**config.mk**
```make
export PLATFORM = sky130hd
export DESIGN_NAME = isp_session_ctrl
export DESIGN_NICKNAME = d
export VERILOG_FILES = /design/src/rtl/isp_session_ctrl_pkg.sv /design/src/rtl/isp_session_ctrl_byte_packer.sv /design/src/rtl/isp_session_ctrl.sv
export SDC_FILE = /design/constraint.sdc
export NUM_CORES = 1
export LEC_CHECK = 0
export ABC_CLOCK_PERIOD_IN_PS = 3700
export BUFFER_PORTS_ARGS = -buffer_cell sky130_fd_sc_hd__buf_2
export CAP_MARGIN = 40
export CORE_MARGIN = 5
export CORE_UTILIZATION = 40
export CTS_CLUSTER_SIZE = 28
export DETAILED_ROUTE_END_ITERATION = 10
export GPL_ROUTABILITY_DRIVEN = 0
export MAX_ROUTING_LAYER = met4
export PLACE_DENSITY_LB_ADDON = 0.2
export SYNTH_ARGS = -nofsm -noshare
export SYNTH_HDL_FRONTEND = slang
export SYNTH_SLANG_ARGS = --single-unit
```
**constraint.sdc**
```tcl
create_clock -name clk -period 3.7 [get_ports clk]
set_input_delay 0.74 -clock clk [delete_from_list [all_inputs] [get_ports clk]]
set_output_delay 0.74 -clock clk [all_outputs]
set_load 0.01 [all_outputs]
```
**src/rtl/isp_session_ctrl_pkg.sv**
```systemverilog
// isp_session_ctrl_pkg: shared constants, FSM states and frame helpers for the ISP loader.
package isp_session_ctrl_pkg;
   localparam logic [7:0] SYNC0_DEF = 8'hA5;
   localparam logic [7:0] SYNC1_DEF = 8'h5A;
   localparam int         LEN_W     = 16;

   // Frame: SYNC0 SYNC1 LEN_LO LEN_HI payload(LE words) CSUM
   typedef enum logic [2:0] {
      IDLE,
      SYNC,
      LEN0,
      LEN1,
      DATA,
      CSUM,
      DONE,
      ERR
   } state_t;

   function automatic logic len_too_big(input logic [LEN_W-1:0] len, input int aw);
      return 32'(len) > (32'd1 << aw);
   endfunction
endpackage

```
**src/rtl/isp_session_ctrl_byte_packer.sv**
```systemverilog
// isp_byte_packer: assembles little-endian 32-bit words from a byte stream,
// flagging the fourth byte of each word combinationally.
module isp_byte_packer (
   input  logic        clk,
   input  logic        rst_n,
   input  logic        clr_i,
   input  logic        valid_i,
   input  logic [7:0]  byte_i,
   output logic [31:0] word_o,
   output logic        ready_o
);
   logic [1:0]  cnt_q, cnt_d;
   logic [23:0] buf_q, buf_d;

   always_comb begin
      cnt_d = clr_i ? 2'd0 : valid_i ? cnt_q + 2'd1 : cnt_q;
      buf_d = buf_q;
      if (valid_i && cnt_q != 2'd3)
         buf_d = cnt_q == 2'd0 ? {buf_q[23:8], byte_i} :
                 cnt_q == 2'd1 ? {buf_q[23:16], byte_i, buf_q[7:0]} :
                                 {byte_i, buf_q[15:0]};
   end

   always_ff @(posedge clk or negedge rst_n) begin
      if (!rst_n) begin
         cnt_q <= 2'd0;
         buf_q <= '0;
      end else begin
         cnt_q <= cnt_d;
         buf_q <= buf_d;
      end
   end

   // The last byte bypasses the buffer so the word is complete on its strobe.
   assign word_o  = {byte_i, buf_q};
   assign ready_o = valid_i && cnt_q == 2'd3;
endmodule

```
**src/rtl/isp_session_ctrl.sv**
```systemverilog
// isp_session_ctrl: UART-framed ISP loader for the core's instruction RAM; holds the
// core in reset during a session and owns the RAM write port while holding.
module isp_session_ctrl
   import isp_session_ctrl_pkg::*;
#(
   parameter int         AW          = 14,
   parameter int         TIMEOUT_CYC = 1000000,
   parameter logic [7:0] SYNC0       = SYNC0_DEF,
   parameter logic [7:0] SYNC1       = SYNC1_DEF
) (
   input  logic          clk,
   input  logic          rst_n,
   input  logic [7:0]    rx_data,
   input  logic          rx_valid,
   input  logic          cpu_we,
   input  logic [AW-1:0] cpu_addr,
   input  logic [31:0]   cpu_wdata,
   output logic          ram_we,
   output logic [AW-1:0] ram_addr,
   output logic [31:0]   ram_wdata,
   output logic          cpu_hold,
   output logic          busy,
   output logic          done,
   output logic          err,
   output logic [AW:0]   words_written
);
   localparam int TW = $clog2(TIMEOUT_CYC + 1);

   state_t             state_q, state_d;
   logic [LEN_W-1:0]   len_q, len_d, len_new;
   logic [7:0]         csum_q, csum_d;
   logic [AW:0]        ww_q, ww_d;
   logic               hold_q, hold_d, err_q, err_d;
   logic               ld_we_q, ld_we_d;
   logic [AW-1:0]      ld_addr_q, ld_addr_d;
   logic [31:0]        ld_data_q, ld_data_d;
   logic [TW-1:0]      tmo_q, tmo_d;
   logic               active, tmo_hit, pk_clr, pk_ready;
   logic [31:0]        pk_word;

   isp_byte_packer u_packer (
      .clk     (clk),
      .rst_n   (rst_n),
      .clr_i   (pk_clr),
      .valid_i (rx_valid && state_q == DATA),
      .byte_i  (rx_data),
      .word_o  (pk_word),
      .ready_o (pk_ready)
   );

   assign active  = state_q inside {LEN0, LEN1, DATA, CSUM};
   assign tmo_hit = active && !rx_valid && tmo_q == TW'(TIMEOUT_CYC - 1);
   assign len_new = {rx_data, len_q[7:0]};

   always_comb begin
      state_d   = state_q;
      len_d     = len_q;
      csum_d    = csum_q;
      ww_d      = ww_q;
      hold_d    = hold_q;
      err_d     = err_q;
      ld_we_d   = 1'b0;
      ld_addr_d = ld_addr_q;
      ld_data_d = ld_data_q;
      pk_clr    = 1'b0;
      tmo_d     = active && !rx_valid ? tmo_q + 1'b1 : '0;
      case (state_q)
         IDLE: if (rx_valid && rx_data == SYNC0) state_d = SYNC;
         SYNC: if (rx_valid) begin
            if (rx_data == SYNC1) begin
               state_d = LEN0;
               hold_d  = 1'b1;
               err_d   = 1'b0;
               ww_d    = '0;
               csum_d  = '0;
               pk_clr  = 1'b1;
            end else if (rx_data != SYNC0) begin
               state_d = IDLE;
            end
         end
         LEN0: if (rx_valid) begin
            len_d[7:0] = rx_data;
            state_d    = LEN1;
         end
         LEN1: if (rx_valid) begin
            len_d   = len_new;
            state_d = len_too_big(len_new, AW) ? ERR : len_new == '0 ? CSUM : DATA;
         end
         DATA: if (rx_valid) begin
            csum_d = csum_q + rx_data;
            // Write is registered: the RAM sees it the cycle after the 4th byte.
            if (pk_ready) begin
               ld_we_d   = 1'b1;
               ld_addr_d = ww_q[AW-1:0];
               ld_data_d = pk_word;
               ww_d      = ww_q + 1'b1;
               if (32'(ww_q) + 32'd1 == 32'(len_q)) state_d = CSUM;
            end
         end
         CSUM: if (rx_valid) state_d = rx_data == csum_q ? DONE : ERR;
         DONE: begin
            hold_d  = 1'b0;
            state_d = IDLE;
         end
         ERR: begin
            err_d   = 1'b1;
            state_d = IDLE;
         end
         default: state_d = IDLE;
      endcase
      if (tmo_hit) state_d = ERR;
   end

   always_ff @(posedge clk or negedge rst_n) begin
      if (!rst_n) begin
         state_q   <= IDLE;
         len_q     <= '0;
         csum_q    <= '0;
         ww_q      <= '0;
         hold_q    <= 1'b0;
         err_q     <= 1'b0;
         ld_we_q   <= 1'b0;
         ld_addr_q <= '0;
         ld_data_q <= '0;
         tmo_q     <= '0;
      end else begin
         state_q   <= state_d;
         len_q     <= len_d;
         csum_q    <= csum_d;
         ww_q      <= ww_d;
         hold_q    <= hold_d;
         err_q     <= err_d;
         ld_we_q   <= ld_we_d;
         ld_addr_q <= ld_addr_d;
         ld_data_q <= ld_data_d;
         tmo_q     <= tmo_d;
      end
   end

   assign ram_we        = hold_q ? ld_we_q : cpu_we;
   assign ram_addr      = hold_q ? ld_addr_q : cpu_addr;
   assign ram_wdata     = hold_q ? ld_data_q : cpu_wdata;
   assign cpu_hold      = hold_q;
   assign busy          = !(state_q inside {IDLE, SYNC});
   assign done          = state_q == DONE;
   assign err           = err_q;
   assign words_written = ww_q;
endmodule
```
== After elaboration in Yosys (flattened, before gate mapping) ==
Index checks and enable logic that the tools add are counted.
Word-level totals
  register bits after elaboration: 137
  output and inout port bits: 66
  input bits: 58
  logic and storage cells: 127
Operators by class
  equality and inequality tests: 29
  mux-type cells: 45
  add/subtract/negate cells: 5
  bitwise gates (word level): 3
  reductions and logical operators: 29
  $lt $le $gt $ge: 1
Operators by type and width (count)
  2-to-1 mux 15 bit: 4
  2-to-1 mux 8 bit: 5
  2-to-1 mux 3 bit: 11
  2-to-1 mux 32 bit: 1
  one-hot mux 8 bit (2 select lines): 2
  one-hot mux 15 bit (2 select lines): 1
  inequality test 3 bit, second input constant: 7
  one-hot mux 3 bit (7 select lines): 1
  adder 20 x 1 -> 20 bit, second input constant: 1
  == test 20 bit, second input constant: 1
  2-to-1 mux 20 bit: 1
  AND reduction 3 bit: 6
  adder 15 x 1 -> 16 bit, second input constant: 1
  == test 16 bit: 1
  greater-than comparator 16 x 15 -> 1 bit, second input constant: 1
  logical NOT 16 bit: 1
  adder 15 x 1 -> 15 bit, second input constant: 1
  2-to-1 mux 14 bit: 1
  2-to-1 mux 1 bit: 13
  == test 3 bit, second input constant: 4
  inequality test 2 bit, second input constant: 5
  nonzero test 2 bit: 5
  AND reduction 9 bit: 1
  adder 8 bit: 1
  23 further kinds: 36

== Logic depth before layout (Yosys ltp) ==
Gate-level depths: netlist of the first run.
  depth after elaboration: 7
  mapped depth: 10
  gate-level depth less buffers: 9

== Cells and area by module ==
From an unflattened synthesis of the first run, not the netlist that was laid out.
Unflattened totals
  cells, all modules: 732
  area, all modules: 7262.0 um^2
Modules (own cells, without submodules)
  isp_session_ctrl: seq. area each 2777.7 um^2, area an instance 6152.2 um^2, times used 1, cells each 659
  isp_byte_packer: seq. area each 650.6 um^2, area an instance 1109.8 um^2, times used 1, cells each 73

== Worst setup path after synthesis of the first run ==
No wires, ideal clock.
  path kind: input-to-reg
  start: input rx_data[0]
  end: register csum_q[6]
  arrival: 2.209 ns
  library setup time: 0.128 ns
  buffers on the path: 0
  required time: 3.572 ns
  cell stages on the path: 8
  setup slack: 1.363 ns
  path through: ha_1 fa_1 a21o_1 a21o_1 a21o_1 a21oi_1 xor2_1 o21ai_0
On the way
  word-level cells in the longest chain between the ends: 3
  elaborated cells between the ends (all ways): 6
  classes of those cells: add/sub: 1; eq/ne: 2; mux: 2; reduce/logical: 1
RTL lines
  from (decl): line isp_session_ctrl.sv:13  | input logic [7:0] rx_data,
  adder 8 bit or == test 8 x 7 -> 1 bit (tied branches): line isp_session_ctrl.sv:90, isp_session_ctrl.sv:70
  2-to-1 mux 8 bit or inequality test 2 bit (tied branches)
  one-hot mux 8 bit (2 select lines) or AND reduction 4 bit (tied branches)
  to (signal assigned): line isp_session_ctrl.sv:129  | csum_q <= csum_d;
  to (decl): line isp_session_ctrl.sv:31  | logic [7:0] csum_q, csum_d;
Several ways; a longest one is shown, not always the timed one. The select of a mux whose other input is x is not followed.
A chain may end at the register's enable or synchronous reset.

== Worst setup path in the final report of the first run ==
  start: register hold_q, in the netlist cpu_hold
  end: output ram_wdata[23]
On the way
  word-level cells in the longest chain between the ends: 1
RTL lines
  from (decl): line isp_session_ctrl.sv:33  | logic hold_q, hold_d, err_q, err_d;
  from (signal assigned): line isp_session_ctrl.sv:131  | hold_q <= hold_d;
  2-to-1 mux 32 bit: line isp_session_ctrl.sv:142  | assign ram_wdata = hold_q ? ld_data_q : cpu_wdata;
  to (decl): line isp_session_ctrl.sv:20  | output logic [31:0] ram_wdata,
No other way between the ends.

==> results of run 1 <==
[layout make-up]
class / count / area (sq um)
flip-flops and latches: 137 / 3430
inverters: 10 / 37.5
clock inverters: 15 / 159
fillers: 1641 / 8830
well taps: 225 / 282
multi-input cells: 531 / 3490
clock buffers: 17 / 425
repair buffers: 132 / 702
diodes: 1 / 2.50
[worst register-to-register path, stage by stage (launching register included)]
cell and delay (ns):
dfrtp_1 0.53, nor3b_4 0.40, and2_1 0.28, nand2_2 0.09, inv_2 0.38, nand3_1 0.17, nor4_2 0.25, a31oi_1 0.16
a21oi_2 0.14
[metal layers]
| layer | wire length (microns) | up-vias |
|---|---|---|
| met1 | 7980 | 2574 |
| met2 | 7870 | 86 |
| met4 | 169 | 0 |
| met5 | 0 | - |
| met3 | 789 | 16 |
| li1 | - | 2670 |
[synthesized netlist by cell type, types with 6 or more instances]
cell type,instances,share of area
a21oi_1,11,0.0077
and3_1,11,0.0097
buf_2,16,0.011
clkbuf_1,12,0.0063
dfrtp_1,137,0.48
ha_1,15,0.026
inv_1,10,0.0053
mux2_2,88,0.14
nand2_1,181,0.095
nand3_1,15,0.011
nor2_1,42,0.022
nor3_1,8,0.0056
nor4_1,6,0.0053
o21ai_0,27,0.019
o21ai_1,11,0.0077
o31ai_1,7,0.0074
xnor2_1,24,0.030
xor2_1,24,0.030
[where the power goes]
part	internal [mW]	total (mW)	switching, mW
sequential	1.85	2.14	0.286
combinational	0.587	1.16	0.569
clock	0.954	1.69	0.739
[kinds of logic after synthesis]
| logic type | synth area share |
|---|---|
| AND/OR/NAND/NOR | 0.196 |
| adder cells (fa/ha/maj) | 0.0292 |
| flip-flops | 0.481 |
| buffers and inverters | 0.0286 |
| multiplexers | 0.139 |
| XOR/XNOR | 0.0590 |
| AO/OA/AOI/OAI | 0.0668 |
[path summary, 6_finish.rpt]
check	startpoint	end	slack (ns)	cells after the start
hold reg to reg	u_packer.buf_q[0]	ld_data_q[0]	0.46	2
setup / recovery	cpu_hold	ram_wdata[23]	0.95	3
min in group clk	u_packer.buf_q[0]	ld_data_q[0]	0.46	2
hold / removal	rst_n	tmo_q[2]	0.27	1
max in group asynchronous	rst_n	words_written[1]	2.65	2
setup reg to reg	state_q[2]	state_q[0]	1.25	8
[metrics by stage]
step	cells	cell area (sq um)	hold WS [ns]	setup slack, ns
finish	1068	8530	0.267	0.952
global route	1068	8530	0.312	0.857
CTS	1067	8530	0.287	0.908
detailed placement	1035	7940	0.452	1.07
global placement	1035	7940	0.447	1.07
floorplan	713	7120	0.433	1.36
[state kept, by name, indices dropped and copies added, names as in the netlist]
register,cells
ld_data_q,32
u_packer.buf_q,24
tmo_q,20
len_q,16
words_written,15
ld_addr_q,14
csum_q,8
state_q,3
u_packer.cnt_q,2
cpu_hold,1
err,1
ld_we_q,1
==> flow_summary.ini, run 1 <==
[final_layout]
drive_gt1_frac = 0.323
most-common-layout-cells = nand2_1 (180), dfrtp_1 (136), buf_2 (122)
post-route-util = 0.491
area_delta_synth_final_pct = 19.8
layout_commonest_cell = nand2_1
fin_nets = 903

[floorplanning]
core_area_sq_um = 17400
dieArea_sq_um = 20600
dieHeight_microns = 143
start_util = 0.410
io-pin-count = 124
rows = 48
fp.dieW_microns = 143

[timing]
rsz0062_at_grt = false
setup_viol = 0
relSlewSlack = 0.528
max_freq_mhz = 364
worst_pin_slew_ns = 0.709
min_period_over_period = 0.743
totalNegativeSetupSlack_ns = 0
finClkSkew_ns = 0.0100
drv_slew = 0
hold_viol = 0
finalCriticalPeriod_ns = 2.75

[global_route]
grt.busiest_layer = met2
antenna_found_initial = 1
grt_pass1_vias = 5264
grt_pass1_wl_microns = 27400
met3_usage = 0.0446
grtUsageMet2 = 0.261
grt_overflow = 0
grt_use_met1 = 0.232
grt_max_degree = 65
grt_use_total = 0.173

[setup_path]
crit_type = reg -> out
crit_arrival_ns = 2.01
crit_fanout = 21
cp-start-kind = flop
worst_path_max_delay_cell = dfrtp_2
worst_setup_path_end_kind = output port
cp.required_ns = 2.96
worstPathCellList = buf_4 > mux2_2 > buf_2
cp_num_buf_inv = 2
path_delay_family = flip-flops
cpPeakStageDelay_ns = 0.74

[synth]
synth.avg_cell_area_sq_um = 9.99
yosysWarnings = 0
ys_seq_area_frac = 0.481
synth_ff_type = dfrtp_1
yosys.cell_types.count = 56
synth.net_count = 787
syn_inst = 713
synthArstFlopShare = 1.00
synth_edf_count = 0
ys_seq_elements = 137
synth_area_sq_um = 7120

[clock_tree]
postCtsHoldBufs = 0
insertion_delay_ns = 0.43
cts_htree_levels = 4
clock_sinks = 137
clkTransAtPathRegs_ns = 0.06
cts_tree = yes
postCtsSetupRepairBufs = 0
cts-buffers-inserted = 17
cts_buffer_depth = 2
cts-root-buf = clkbuf_16
ctsResizeCount = 0

[pwr]
ir_worst_vdd_mv = 0.374
p_per_area_nw_per_um2 = 584
power_mw = 4.98
leakagePower_nw = 4.24

[route]
vias_per_cell = 5.01
drt-total-wl_microns = 16800
ant_nets = 0
first_iter_violations = 351
vias = 5346
drt-pass1-iter-count = 4
drc = 0
wire_per_inst_microns = 15.7

[placement]
dp_hpwl_microns = 11400
io_buffers = 123

[min_path]
hp-class = in -> async

[outcome]
status = finished clean

[run]
drv_cap = 0
No activity file was read; power rests on OpenSTA's default activity.
==> run 2, diff against run 1 <==
--- a/config.mk
+++ b/config.mk
@@ -5,7 +5,8 @@
 export SDC_FILE = /design/constraint.sdc
 export NUM_CORES = 1
 export LEC_CHECK = 0
-export ABC_CLOCK_PERIOD_IN_PS = 3700
+export ABC_AREA = 1
+export ABC_CLOCK_PERIOD_IN_PS = 2200
 export BUFFER_PORTS_ARGS = -buffer_cell sky130_fd_sc_hd__buf_2
 export CAP_MARGIN = 40
 export CORE_MARGIN = 5
==> constraint.sdc (replaced) <==
create_clock -name clk -period 2.2 [get_ports clk]
set_input_delay 0.44 -clock clk [delete_from_list [all_inputs] [get_ports clk]]
set_output_delay 0.44 -clock clk [all_outputs]
set_load 0.01 [all_outputs]
==> flow_summary.ini, run 2 <==
[synth]
ys_seq_elements = 137
synth_xor_area_frac = 0.00367
synth_top_family_by_area = simple AND/OR/NAND/NOR gates
synth.net_count = 1038
yosysTopAreaCellShare = 0.479
synth_mux_area_frac = 0
synth_most_common_cell = nand2_1
synth_top_cell_by_area = dfrtp_1
synth.avg_cell_area_sq_um = 7.43
ys_top_cells_by_count = nand2_1 (397), dfrtp_1 (137), inv_1 (83)
synth-simple-area-share = 0.328
ys_seq_area_frac = 0.479
syn_inst = 964
yosysWarnings = 0
synth_edf_count = 0
ys_top_cells_by_area = dfrtp_1 (48%), nand2_1 (21%), o21ai_0 (5.7%)
synth_compound_area_frac = 0.0978
yosys.cell_types.count = 37
synthArstFlopShare = 1.00
synth_ff_type = dfrtp_1
synth_area_sq_um = 7160
synth_fa_ha_area_frac = 0.0290

[pwr]
p_per_area_nw_per_um2 = 988
leakagePower_nw = 4.84
intPower_mw = 5.71
p_sw_mw = 3.05
clkPwrFrac = 0.356
seq_power_share = 0.327
power_frac_comb = 0.317
ir_worst_vdd_mv = 0.538
switching_share = 0.348

[final_layout]
regMostFlops = ld_data_q
area_delta_synth_final_pct = 23.9
layout_commonest_cell = nand2_1
fin_area_sq_um = 8870
fin_nets = 1175
top_regs = ld_data_q: 32 flops, u_packer.buf_q: 24 flops, tmo_q: 20 flops
largest_reg_flops = 32
drive_gt1_frac = 0.188
post-route-util = 0.499
antenna_cells = 0
fillers = 1782
most-common-layout-cells = nand2_1 (395), dfrtp_1 (137), buf_2 (122)

[setup_path]
crit_arrival_ns = 1.61
cp_num_buf_inv = 2
cp_common_cell = nand2_1
cp-start-kind = flop
path_delay_family = buffers and inverters
crit_fanout = 47
worst_setup_path_end_kind = output port
worstPathCellList = buf_4 > nand2_1 > nand2_1 > buf_2
cp.required_ns = 1.76
crit_type = reg -> out
worst_path_max_delay_cell = buf_4
cpPeakStageDelay_ns = 0.43

[clock_tree]
clkTransAtPathRegs_ns = 0.06
insertion_delay_ns = 0.43
cts_tree = yes
cts-buffers-inserted = 17
cts-root-buf = clkbuf_16
clock_sinks = 137
cts_htree_levels = 4
cts_buffer_depth = 2

[run]
drv_cap = 0

[floorplanning]
rows = 49
dieHeight_microns = 144
core_area_sq_um = 17800
start_util = 0.403
dieArea_sq_um = 20700
fp.dieW_microns = 144
io-pin-count = 124

[placement]
io_buffers = 123
place_area_sq_um = 8170
dp_hpwl_microns = 13400

[outcome]
status = finished clean

[global_route]
grt_overflow = 0
grt_pass1_vias = 6156
grt_pass1_wl_microns = 30500
antenna_found_initial = 0
grt_use_total = 0.191
grt_max_degree = 50

[route]
drt-pass1-iter-count = 8
vias_per_cell = 4.88
wire_per_inst_microns = 13.8
drc = 0
drt-total-wl_microns = 18500
vias = 6557
ant_nets = 0
first_iter_violations = 398

[min_path]
hp-class = in -> reg

[timing]
worst_pin_slew_ns = 0.497
min_period_over_period = 0.930
relSlewSlack = 0.668
finClkSkew_ns = 0.00670
rsz0062_at_grt = true
finalCriticalPeriod_ns = 2.05
drv_slew = 0
setup_viol = 0
hold_viol = 0
max_freq_mhz = 489
## run 2: cell count changes after synthesis, moves of 23 or more
cell,change
nand2_1,+216
mux2_2,-88
inv_1,+73
nand3_1,+28
xnor2_1,-23
o21ai_0,+55
## run 2: layout make-up
cell class | count | area (sq um) | share of cell area
clock inverter | 13 | 190 | 0.0214
multi-input combinational | 709 | 3320 | 0.374
sequential | 137 | 3430 | 0.386
clock buffer | 19 | 453 | 0.0511
timing repair buffer | 149 | 870 | 0.0980
tap | 229 | 287 | 0.0323
inverter | 87 | 327 | 0.0368
## run 2: power groups by stage
stage	Sequential (mW)	Combinational [mW]	Clock (mW)
after CTS	2.86	2.69	3.18
after global routing	2.89	3.20	3.30
final	2.86	2.78	3.12
after floorplan	2.90	1.93	0
after global placement	2.90	2.65	0
after detailed placement	2.90	2.67	0
## run 2: kinds of logic (layout without fill, tap and decap cells)
logic type                 Yosys count  after routing
AOI/OAI and AO/OA                  130            130
buffers and inverters              118            268
and+or+nand+nor                    560            560
adders and majority gates           16             16
xor gates and xnor gates             3              3
DFF                                137            137
## run 2: path summary, 6_finish.rpt
path                             startpoint       endpoint  slack (ns)  depth (start not counted)
setup reg to reg           words_written[1]     state_q[2]        0.17                         16
max in group asynchronous             rst_n       tmo_q[8]        1.07                          3
min in group asynchronous             rst_n   ld_data_q[9]        0.52                          2
hold reg to reg                    tmo_q[0]       tmo_q[0]        0.47                          1
setup / recovery                   cpu_hold  ram_wdata[28]        0.15                          4
hold / removal                     rx_valid     state_q[1]        0.38                          4
## run 2: worst reg2reg max path, cell delays in order (launching register included)
cell and delay, ns:
dfrtp_1 0.42, buf_4 0.14, nand2_1 0.10, nor2_4 0.21, nand2_1 0.11, nand2_2 0.08, nand2_1 0.05, nand2_1 0.07
nand2_1 0.05, nor2_1 0.10, nand2_1 0.07, nor2_2 0.10, nand3_1 0.13, nand2_2 0.12, nand2_2 0.06, nand2_1 0.06
nand2_1 0.04
## run 2: per-layer routing
metal | wire [microns] | part of all wire | GRT usage | vias up
li1 | - | - | - | 3385
met1 | 9050 | 0.49 | 0.264 | 2997
met2 | 8340 | 0.45 | 0.287 | 152
met3 | 891 | 0.048 | 0.0346 | 23
met4 | 230 | 0.012 | 0.0600 | 0
met5 | 0 | 0 | - | -
## run 2: timing repair
item | in CTS | in global routing
buffers inserted | 0 | 2
hold endpoints to repair | 47 | 0
hold buffers | 1 | 0
resized for setup | 0 | 10
endpoints found under the setup margin | 0 | 5
## run 2: through the flow
stage | hold slack, ns | std cells | power, mW | TNS [ns] | worst slack, ns
global route | 0.402 | 1343 | 9.39 | -0.0610 | -0.0366
detailed placement | 0.419 | 1308 | 5.57 | 0 | 0.0419
CTS | 0.374 | 1341 | 8.72 | 0 | 0.124
global placement | 0.421 | 1308 | 5.55 | 0 | 0.0618
finish | 0.385 | 1343 | 8.77 | 0 | 0.154
floorplan | 0.144 | 964 | 4.83 | 0 | 0.298
==> run 3, diff against run 2 <==
--- a/config.mk
+++ b/config.mk
@@ -5,7 +5,6 @@
 export SDC_FILE = /design/constraint.sdc
 export NUM_CORES = 1
 export LEC_CHECK = 0
-export ABC_AREA = 1
 export ABC_CLOCK_PERIOD_IN_PS = 2200
 export BUFFER_PORTS_ARGS = -buffer_cell sky130_fd_sc_hd__buf_2
 export CAP_MARGIN = 40
==> flow_summary.ini, run 3 (synthesized netlist as in run 1, its figures left out) <==
[final_layout]
fin_nets = 948
layout_commonest_cell = nand2_1
drive_gt1_frac = 0.362
ff_latch_area_sq_um = 3430
largest_reg_flops = 32
multi_input_area_sq_um = 3510
most-common-layout-cells = nand2_1 (180), dfrtp_1 (135), buf_2 (122)
top_regs = ld_data_q: 32 flops, u_packer.buf_q: 24 flops, tmo_q: 20 flops
fillers = 1590
regMostFlops = ld_data_q
area_delta_synth_final_pct = 25.1

[route]
drt-pass1-iter-count = 4
first_iter_violations = 310
wire_per_inst_microns = 15.6
ant_nets = 0
drc = 0
vias = 5554
vias_per_cell = 4.99
drt-total-wl_microns = 17400

[clock_tree]
postCtsSetupRepairBufs = 0
cts_tree = yes
cts_htree_levels = 4
cts-root-buf = clkbuf_16
clock_sinks = 137
cts_buffer_depth = 2
insertion_delay_ns = 0.42
cts-buffers-inserted = 17
clkTransAtPathRegs_ns = 0.07

[setup_path]
r2r_cells = 8
path_delay_family = buffers and inverters
cp_num_buf_inv = 2
crit_fanout = 24
cp.required_ns = 1.76
crit_cells = 3
worstPathCellList = buf_4 > mux2_2 > buf_2
crit_arrival_ns = 1.62
crit_type = reg -> out
rr_endpoint = csum_q[7]
worst_path_max_delay_cell = mux2_2
worst_setup_path_end_kind = output port
crit_end = ram_wdata[0]
reg2reg_slack_ns = 0.15
cpPeakStageDelay_ns = 0.39
r2r_start = csum_q[1]
cp-start-kind = flop
crit_start = cpu_hold

[timing]
drv_slew = 0
worst_pin_slew_ns = 0.536
fin_ws_ns = 0.141
finClkSkew_ns = 0.00936
hold_viol = 0
setup_viol = 0
relSlewSlack = 0.642
min_period_over_period = 0.936
holdWs_ns = 0.350
totalNegativeSetupSlack_ns = 0
finalCriticalPeriod_ns = 2.06
max_freq_mhz = 486

[placement]
dp_hpwl_microns = 12500
io_buffers = 123
dp_slack_ns = -0.0570

[pwr]
power_mw = 8.57
leakagePower_nw = 4.47
p_per_area_nw_per_um2 = 962
ir_worst_vdd_mv = 0.509

[floorplanning]
core_area_sq_um = 17400
dieHeight_microns = 143
fp.dieW_microns = 143
start_util = 0.410
io-pin-count = 124
rows = 48
dieArea_sq_um = 20600

[global_route]
grt_pass1_wl_microns = 28300
grt_use_total = 0.179
grt_overflow = 0
grt_max_degree = 56
grt_pass1_vias = 5467
antenna_found_initial = 1

[min_path]
hold_path_depth = 2
hp-class = in -> reg

[outcome]
status = finished clean

[run]
drv_cap = 0
run 3: changes by cell type in the layout (fill, tap and decap cells not counted), sizes merged, moves of 9 or more:
cell	previous run	this run
xnor2	1	24
inv	89	18
mux2	0	88
o21ai	83	38
and3	0	17
nand2	402	183
nand4	18	5
nor3	19	10
buf	148	176
o22ai	12	2
nor2	61	42
a21oi	23	12
xor2	2	24
nand3	45	15
run 3: routing by layer:
layer,global-route usage,up-vias,routed length (microns)
met2,0.267,97,7970
li1,-,2758,-
met1,0.247,2685,8350
met3,0.0379,14,831
met4,0.0525,0,259
met5,-,-,0
run 3: worst min path at each step:
| stage | startpoint | end |
|---|---|---|
| finish | rx_data[6] | u_packer.buf_q[14] |
| detailed placement | rst_n | tmo_q[17] |
| global placement | rst_n | tmo_q[16] |
| floorplan | rst_n | cpu_hold |
| global route | rx_data[6] | u_packer.buf_q[6] |
| CTS | rx_data[6] | u_packer.buf_q[14] |
run 3: through the flow:
step                       util  area [sq um]  cells
final                     0.513          8910   1113
after global routing      0.513          8910   1113
after CTS                 0.512          8890   1112
after detailed placement  0.477          8290   1079
after global placement    0.477          8280   1078
after floorplan               -          7120    713
run 3: area by class of cell:
class                      instances  share of cell area
clock inverter                    14              0.0173
inverter                          10             0.00421
antenna                            1            0.000281
clock buffer                      18              0.0493
sequential                       137               0.385
multi-input combinational        531               0.394
timing repair buffer             177               0.118
tap                              225              0.0316
run 3: where the power goes:
| part | internal (mW) | leakage [nW] | switching, mW |
|---|---|---|---|
| Sequential | 3.11 | 1.85 | 0.431 |
| Combinational | 1.12 | 2.34 | 1.04 |
| Clock | 1.64 | 0.286 | 1.23 |
run 3: timing repair:
item | CTS | global route
hold endpoints to repair | 29 | 0
endpoints found under the setup margin | 0 | 2
gates resized for setup | 0 | 6
hold buffers | 1 | 0
